[src/rtl/instruction_fetch_pkg.sv]
// Shared types and constants for the instruction fetch stage.
package instruction_fetch_pkg;

  typedef logic [31:0] instruction_t;
  typedef logic [31:0] data_bus_t;

  // addi x0, x0, 0: the canonical bubble presented to decode
  localparam instruction_t NOP_INST = 32'h0000_0013;

  typedef struct packed {
    instruction_t inst;
    data_bus_t    pc;
  } fetch_entry_t;

endpackage

[src/rtl/instruction_fetch_fifo.sv]
// Small synchronous FIFO of fetched {inst, pc} entries; flush wins over a same-cycle push.
module instruction_fetch_fifo
  import instruction_fetch_pkg::*;
#(
  parameter int DEPTH = 2
) (
  input  logic                       clk,
  input  logic                       rst,
  input  logic                       push,
  input  logic                       pop,
  input  logic                       flush,
  input  fetch_entry_t               din,
  output fetch_entry_t               dout,
  output logic [$clog2(DEPTH+1)-1:0] count,
  output logic                       empty
);

  localparam int AW = $clog2(DEPTH);
  localparam int CW = $clog2(DEPTH + 1);

  fetch_entry_t  mem [DEPTH];
  logic [AW-1:0] wr_ptr;
  logic [AW-1:0] rd_ptr;
  logic          do_pop;
  logic          do_push;

  assign empty   = (count == '0);
  assign do_pop  = pop && !empty;
  assign do_push = push && !flush;
  assign dout    = mem[rd_ptr];

  always_ff @(posedge clk or posedge rst) begin
    if (rst) begin
      wr_ptr <= '0;
      rd_ptr <= '0;
      count  <= '0;
    end else if (flush) begin
      wr_ptr <= '0;
      rd_ptr <= '0;
      count  <= '0;
    end else begin
      if (do_push) wr_ptr <= wr_ptr + AW'(1);
      if (do_pop)  rd_ptr <= rd_ptr + AW'(1);
      count <= count + CW'(do_push) - CW'(do_pop);
    end
  end

  always_ff @(posedge clk) begin
    if (do_push) mem[wr_ptr] <= din;
  end

  // The request credit rule must make this unreachable
  overflow_check: assert property (@(posedge clk) disable iff (rst)
    !(do_push && !do_pop && count == CW'(DEPTH)));

endmodule

[src/rtl/instruction_fetch.sv]
// IF stage: issues imem requests under a credit limit, buffers responses, feeds decode.
module instruction_fetch
  import instruction_fetch_pkg::*;
#(
  parameter logic [31:0] RESET_PC        = 32'h0000_0000,
  parameter int          FIFO_DEPTH      = 2,
  parameter int          MAX_OUTSTANDING = 2
) (
  input  logic         clk,
  input  logic         rst,
  input  logic         clk_en,
  input  logic         stall,
  input  logic         branch_taken,
  input  logic [31:0]  jump_addr,
  output logic         imem_req,
  output logic [31:0]  imem_addr,
  input  logic         imem_gnt,
  input  logic         imem_rsp_valid,
  input  logic [31:0]  imem_rsp_data,
  output instruction_t inst_id,
  output data_bus_t    pc_id,
  output logic         inst_valid_id
);

  localparam int CW  = $clog2(MAX_OUTSTANDING + 1);
  localparam int FCW = $clog2(FIFO_DEPTH + 1);

  logic [31:0]    fetch_pc;
  logic [31:0]    rsp_pc;
  logic [CW-1:0]  outstanding;
  logic [CW-1:0]  drop_cnt;
  logic [FCW-1:0] fifo_count;
  logic           fifo_empty;
  fetch_entry_t   fifo_head;
  fetch_entry_t   fifo_din;
  logic           transfer;
  logic           redirect;
  logic           rsp_push;
  logic           rsp_drop;
  logic           fifo_pop;
  logic           credit_ok;

  // Every granted request reserves a FIFO slot until its word has been consumed
  assign credit_ok = (int'(fifo_count) + int'(outstanding)) < FIFO_DEPTH;
  assign imem_req  = !rst && clk_en && !branch_taken &&
                     (int'(outstanding) < MAX_OUTSTANDING) && credit_ok;
  assign imem_addr = fetch_pc;
  assign transfer  = imem_req && imem_gnt;
  assign redirect  = clk_en && branch_taken;
  assign rsp_drop  = imem_rsp_valid && (drop_cnt != '0);
  assign rsp_push  = imem_rsp_valid && (drop_cnt == '0);
  assign fifo_pop  = clk_en && !branch_taken && !stall && !fifo_empty;
  assign fifo_din  = '{inst: imem_rsp_data, pc: rsp_pc};

  instruction_fetch_fifo #(.DEPTH(FIFO_DEPTH)) u_fifo (
    .clk   (clk),
    .rst   (rst),
    .push  (rsp_push),
    .pop   (fifo_pop),
    .flush (redirect),
    .din   (fifo_din),
    .dout  (fifo_head),
    .count (fifo_count),
    .empty (fifo_empty)
  );

  always_ff @(posedge clk or posedge rst) begin
    if (rst) begin
      fetch_pc    <= RESET_PC;
      rsp_pc      <= RESET_PC;
      outstanding <= '0;
      drop_cnt    <= '0;
    end else begin
      outstanding <= outstanding + CW'(transfer) - CW'(imem_rsp_valid);
      if (redirect) begin
        // Whatever is still in flight after this edge belongs to the wrong path
        drop_cnt <= outstanding - CW'(imem_rsp_valid);
        fetch_pc <= {jump_addr[31:2], 2'b00};
        rsp_pc   <= {jump_addr[31:2], 2'b00};
      end else begin
        if (rsp_drop) drop_cnt <= drop_cnt - CW'(1);
        if (transfer) fetch_pc <= fetch_pc + 32'd4;
        if (rsp_push) rsp_pc   <= rsp_pc + 32'd4;
      end
    end
  end

  always_ff @(posedge clk or posedge rst) begin
    if (rst) begin
      inst_id       <= NOP_INST;
      pc_id         <= '0;
      inst_valid_id <= 1'b0;
    end else if (clk_en) begin
      if (branch_taken) begin
        inst_id       <= NOP_INST;
        inst_valid_id <= 1'b0;
      end else if (!stall) begin
        if (!fifo_empty) begin
          inst_id       <= fifo_head.inst;
          pc_id         <= fifo_head.pc;
          inst_valid_id <= 1'b1;
        end else begin
          inst_id       <= NOP_INST;
          inst_valid_id <= 1'b0;
        end
      end
    end
  end

endmodule

[config.mk]
export PLATFORM = sky130hd
export DESIGN_NAME = instruction_fetch
export DESIGN_NICKNAME = d
export VERILOG_FILES = /design/src/rtl/instruction_fetch_pkg.sv /design/src/rtl/instruction_fetch_fifo.sv /design/src/rtl/instruction_fetch.sv
export SDC_FILE = /design/constraint.sdc
export NUM_CORES = 1
export LEC_CHECK = 0
export BUFFER_PORTS_ARGS = -buffer_cell sky130_fd_sc_hd__buf_2
export CORE_AREA = 2 2 162 164
export DETAILED_ROUTE_END_ITERATION = 10
export DIE_AREA = 0 0 164 166
export GPL_TIMING_DRIVEN = 0
export HOLD_SLACK_MARGIN = 0.1
export MAX_ROUTING_LAYER = met4
export SYNTH_ARGS = -nofsm -noshare
export SYNTH_HDL_FRONTEND = slang
export SYNTH_HIERARCHICAL = 1
export SYNTH_SLANG_ARGS = --single-unit
[constraint.sdc]
create_clock -name clk -period 9.05 [get_ports clk]
set_input_delay 1.3575 -clock clk [delete_from_list [all_inputs] [get_ports clk]]
set_output_delay 1.3575 -clock clk [all_outputs]
set_load 0.01 [all_outputs]
Yosys cells after proc, flatten, opt, wreduce, memory -nomap -nowiden
Memory sizes are Yosys's and may differ from the RTL's.
Index checks and enable logic that the tools add are counted.
Operators by class
  add/subtract/negate cells: 11
  magnitude comparators: 2
  eq/ne operators: 1
  muxes and demuxes: 19
  bitwise logic cells: 3
  reduce and logical (&&, ||, !) cells: 28
Operator list (count)
  32-bit 2-to-1 mux: 7
  32-bit by 3-bit adder with 32-bit output, second input constant: 2
  1-bit logical AND: 13
  2-bit nonzero test: 6
  1-bit 2-to-1 mux: 9
  2-bit 2-to-1 mux: 3
  2-bit by 1-bit subtractor with 2-bit output: 3
  1-bit logical NOT: 5
  2-bit by 1-bit adder with 2-bit output: 2
  2-bit logical NOT: 2
  4-bit AND reduction: 1
  2-bit by 2-bit adder with 3-bit output: 1
  3-bit by 2-bit < comparator with 1-bit output, second input constant: 1
  1-bit NOT: 3
  1-bit adder, second input constant: 2
  2-bit < comparator, second input constant: 1
  2-bit by 1-bit != test with 1-bit output, second input constant: 1
  2-bit AND reduction: 1
  2-bit by 1-bit subtractor with 2-bit output, second input constant: 1
Word-level totals
  register bits after elaboration: 137
  bits in writable memories: 128
  output and inout bits: 98
  logic and storage cells: 75
  memories kept: 1
Memory list
  u_fifo.mem: words 2, bits a word 64, read ports 1, clocked after memory_dff 0, wr ports 1, line instruction_fetch_fifo.sv:21  | fetch_entry_t mem [DEPTH];

Logic depth before layout (Yosys ltp)
  depth in word-level cells: 8
  depth in mapped cells: 11

Modules after synthesis
The synthesis kept the hierarchy.
Modules (own cells, without submodules)
  instruction_fetch: instances 1, cells each 685, area an instance 6386.1 um^2
  instruction_fetch_fifo: instances 1, cells each 221, area an instance 4858.4 um^2

Worst setup path before layout
Ideal clock, no wire load.
  path kind: input port to flip-flop
  start: input clk_en
  end: memory u_fifo/mem[0][0] (netlist bit), enable pin
  data arrival time: 4.921 ns
  slack: 3.643 ns
  stages on the path: 6
  path buffers: 2
  cell sequence: nand2_1 inv_1 clkbuf_1 buf_1 nand2b_1 nor2_1
Between the ends
  word-level cells in the longest chain between the ends: 5
Ends and longest elaborated chain
  from (decl): line instruction_fetch.sv:11  | input logic clk_en,
  1-bit logical AND: line instruction_fetch.sv:49  | assign redirect = clk_en && branch_taken;
  named net redirect: line instruction_fetch.sv:37  | logic redirect;
  1-bit logical NOT: line instruction_fetch_fifo.sv:29  | assign do_push = push && !flush;
  1-bit logical AND: line instruction_fetch_fifo.sv:29
  1-bit 2-to-1 mux: line instruction_fetch_fifo.sv:49  | if (do_push) mem[wr_ptr] <= din;
  1-bit 2-to-1 mux (implied by the code): line instruction_fetch_fifo.sv:49
  to (decl): line instruction_fetch_fifo.sv:21
The timed path passes the listed nets, and every way through them passes these cells.

Worst setup path in the final report
  start: register u_fifo.count[0]
  end: output imem_req
Between the ends
  word-level cells in the longest chain between the ends: 3
Ends and longest elaborated chain
  from (decl): line instruction_fetch_fifo.sv:14  | output logic [$clog2(DEPTH+1)-1:0] count,
  from (signal assigned): line instruction_fetch_fifo.sv:44  | count <= count + CW'(do_push) - CW'(do_pop);
  2-bit by 2-bit adder with 3-bit output: line instruction_fetch.sv:44  | assign credit_ok = (int'(fifo_count) + int'(outstanding)) < FIFO_DEPTH;
  3-bit by 2-bit < comparator with 1-bit output: line instruction_fetch.sv:44
  1-bit logical AND: line instruction_fetch.sv:46  | (int'(outstanding) < MAX_OUTSTANDING) && credit_ok;
  to (decl): line instruction_fetch.sv:15  | output logic imem_req,
No other way between the ends.

==> impl_metrics.toml <==
[synthesis]
ys_types = 57
ys_seq_elements = 261
synth_ff_type = "dfrtp_1"
syn_area_mm2 = 0.0112
yosysWarnings = 6
synth_edf_count = 128
synth.avg_cell_area_um2 = 12.4
async_flop_share_pct = 51.0
synthCells = 906
yosysSeqAreaShare_pct = 63.8

[global_routing]
overflow = 0
grt_pass1_vias = 7968
grt_usage_pct = 21.0
grt_max_degree = 70
antenna_found_initial = 0
grt_pass1_wl_um = 43600

[clock_tree]
clk_transition_reported_paths_ps = 50
cts.sinks = 261
cts_resized = 0
cts_tree = "built"
cts_setup_buffers = 0
clockRootBuffer = "clkbuf_16"
cts_buffer_depth = 3
htreeDepth = 1
clock_latency_ps = 530
hold_buffers = 0
cts_made_buffers = 28

[sta]
slew_headroom_pct = 27.1
worst_slew_pin_slew_ps = 1090
fin_worst_skew_ps = 7.05
slew_viol_final = 0
final.period_utilization_pct = 44.0
hold_viol = 0
holdWs_ps = 466
max_freq_mhz = 251
layout_min_cycle_time_ps = 3990
fin_setup_tns_ps = 0
rsz0062_at_grt = "false"
setup_viol = 0

[setup_path]
startpoint_type = "flop"
slowest_stage = "or4_4"
critPathMaxStageDelay_ps = 620
crit_arrival_ps = 2630
critical_path.cell_chain = "and2_1, fa_1, or4_4, nor2_1, buf_2"
path_max_fanout = 4
cp_num_buf_inv = 1
worst_ep_required_time_ps = 7690
path_class = "flop to output pin"
critPathTopFamily = "simple AND/OR/NAND/NOR gates"
crit_path_end_kind = "output pin"

[placement]
portBuffers = 164
globalplace.congestion = 0.902
dp_hpwl_um = 19400

[routing]
drt_iter0_drc = 543
drt-total-wl_um = 27600
drc = 0
routed_via_density = 5.49
vias = 8059
dr.pass1.iters = 5
postRouteAntennaNets = 0
post_drt_wl_per_cell_um = 18.8

[flow_run]
cap_violations = 0

[die]
num_rows = 59
initial_utilization_pct = 43.9
chipHeight_um = 166
die_w_um = 164
ios = 169
die_area_mm2 = 0.0272
core_area_mm2 = 0.0256

[final_layout]
layout_common_cells = "buf_2 (167), nand2_1 (137), dfrtp_1 (130)"
syn2layout_area_growth_pct = 21.2
final_common_cell = "buf_2"
insertedDiodeCount = 0
finalNetCount = 1191
layout-drive-gt1-share_pct = 26.4

[hold_path]
worstHoldPathType = "flop to flop"

[status]
status = "complete, no violations"

[power]
power_density_mw_per_mm2 = 256
power.leakage_nw = 5.60
peakVddDrop_mv = 0.138
finalPower_mw = 3.49
[area by class of cell]
cell class	count	area [um^2]
Tap cell	335	419
Timing Repair Buffer	170	971
Clock buffer	43	808
Multi-Input combinational cell	594	3840
Clock inverter	9	149
Inverter	14	57.6
Buffer	42	206
Sequential cell	261	7180
Fill cell	2218	12000
[per-layer routing]
layer  global-route usage [%]  vias up  wire [um]
met2                     32.5      290      12800
met3                     3.80       38       1900
li1                         -     3801          -
met5                        -        -          0
met1                     29.2     3930      12500
met4                     4.69        0        456
[cells by family after synthesis]
logic type | share of synthesized area, %
AO/OA/AOI/OAI | 8.26
XOR/XNOR | 1.60
adder cells (fa/ha/maj) | 1.07
buffers and inverters | 2.30
flip-flops | 63.8
multiplexers | 6.69
other | 0.0333
AND/OR/NAND/NOR | 16.2
[metrics by stage]
step | cell area, um^2 | util (%) | cells | setup WS (ps)
finish | 13600 | 53.2 | 1468 | 5060
floorplan | 11300 | - | 911 | 3640
detailed placement | 12700 | 49.5 | 1416 | 4790
global placement | 12500 | 48.8 | 1410 | 1190
CTS | 13600 | 53.2 | 1468 | 5040
global route | 13600 | 53.2 | 1468 | 4990
[tightest hold or removal path, cell delays in order, from the launching register on]
cell,delay [ps]
dfrtp_1,330
nand2_1,50
nand2_1,50
[flip-flops by register name, indices dropped and copies added, names as in the netlist]
| signal | cells |
|---|---|
| u_fifo/mem | 128 |
| inst_id | 32 |
| pc_id | 32 |
| imem_addr | 30 |
| rsp_pc | 30 |
| drop_cnt | 2 |
| outstanding | 2 |
| u_fifo/count | 2 |
| inst_valid_id | 1 |
| u_fifo/rd_ptr | 1 |
| u_fifo/wr_ptr | 1 |
[synth_stat cells (6+ instances only)]
cell	number	area, um^2
a211oi_1	18	135
a21oi_1	21	105
a22o_1	29	254
a31oi_1	14	87.6
and2_1	9	56.3
and3_1	12	75.1
and4_1	22	193
clkbuf_1	29	109
dfrtp_1	130	3250
edfxtp_1	128	3840
ha_1	8	100
inv_1	13	48.8
mux2_2	65	732
nand2_1	137	514
nand2b_1	6	37.5
nand3_1	21	105
nand4_1	26	163
nor2_1	56	210
nor3_1	28	140
nor4_1	12	75.1
o21ai_0	17	85.1
or3_1	12	75.1
or4_1	9	67.6
xnor2_1	13	114
[final timing paths]
| path | from | end | slack [ps] | cells after the start |
|---|---|---|---|---|
| max reg2reg | u_fifo/count[0] | outstanding[1] | 5510 | 9 |
| max | u_fifo/count[0] | imem_req | 5060 | 5 |
| min reg2reg | pc_id[10] | pc_id[10] | 470 | 2 |
| min | pc_id[10] | pc_id[10] | 470 | 2 |
| max in group asynchronous | rst | rsp_pc[26] | 7330 | 3 |
| min in group asynchronous | rst | u_fifo/rd_ptr | 810 | 2 |
[power breakdown]
| part | leakage (nW) | switching, mW | total [mW] | internal (mW) |
|---|---|---|---|---|
| logic | 2.34 | 0.392 | 0.697 | 0.304 |
| clock network | 0.460 | 0.444 | 1.17 | 0.728 |
| registers | 2.80 | 0.153 | 1.62 | 1.47 |
(Power assumes the default switching activity.)
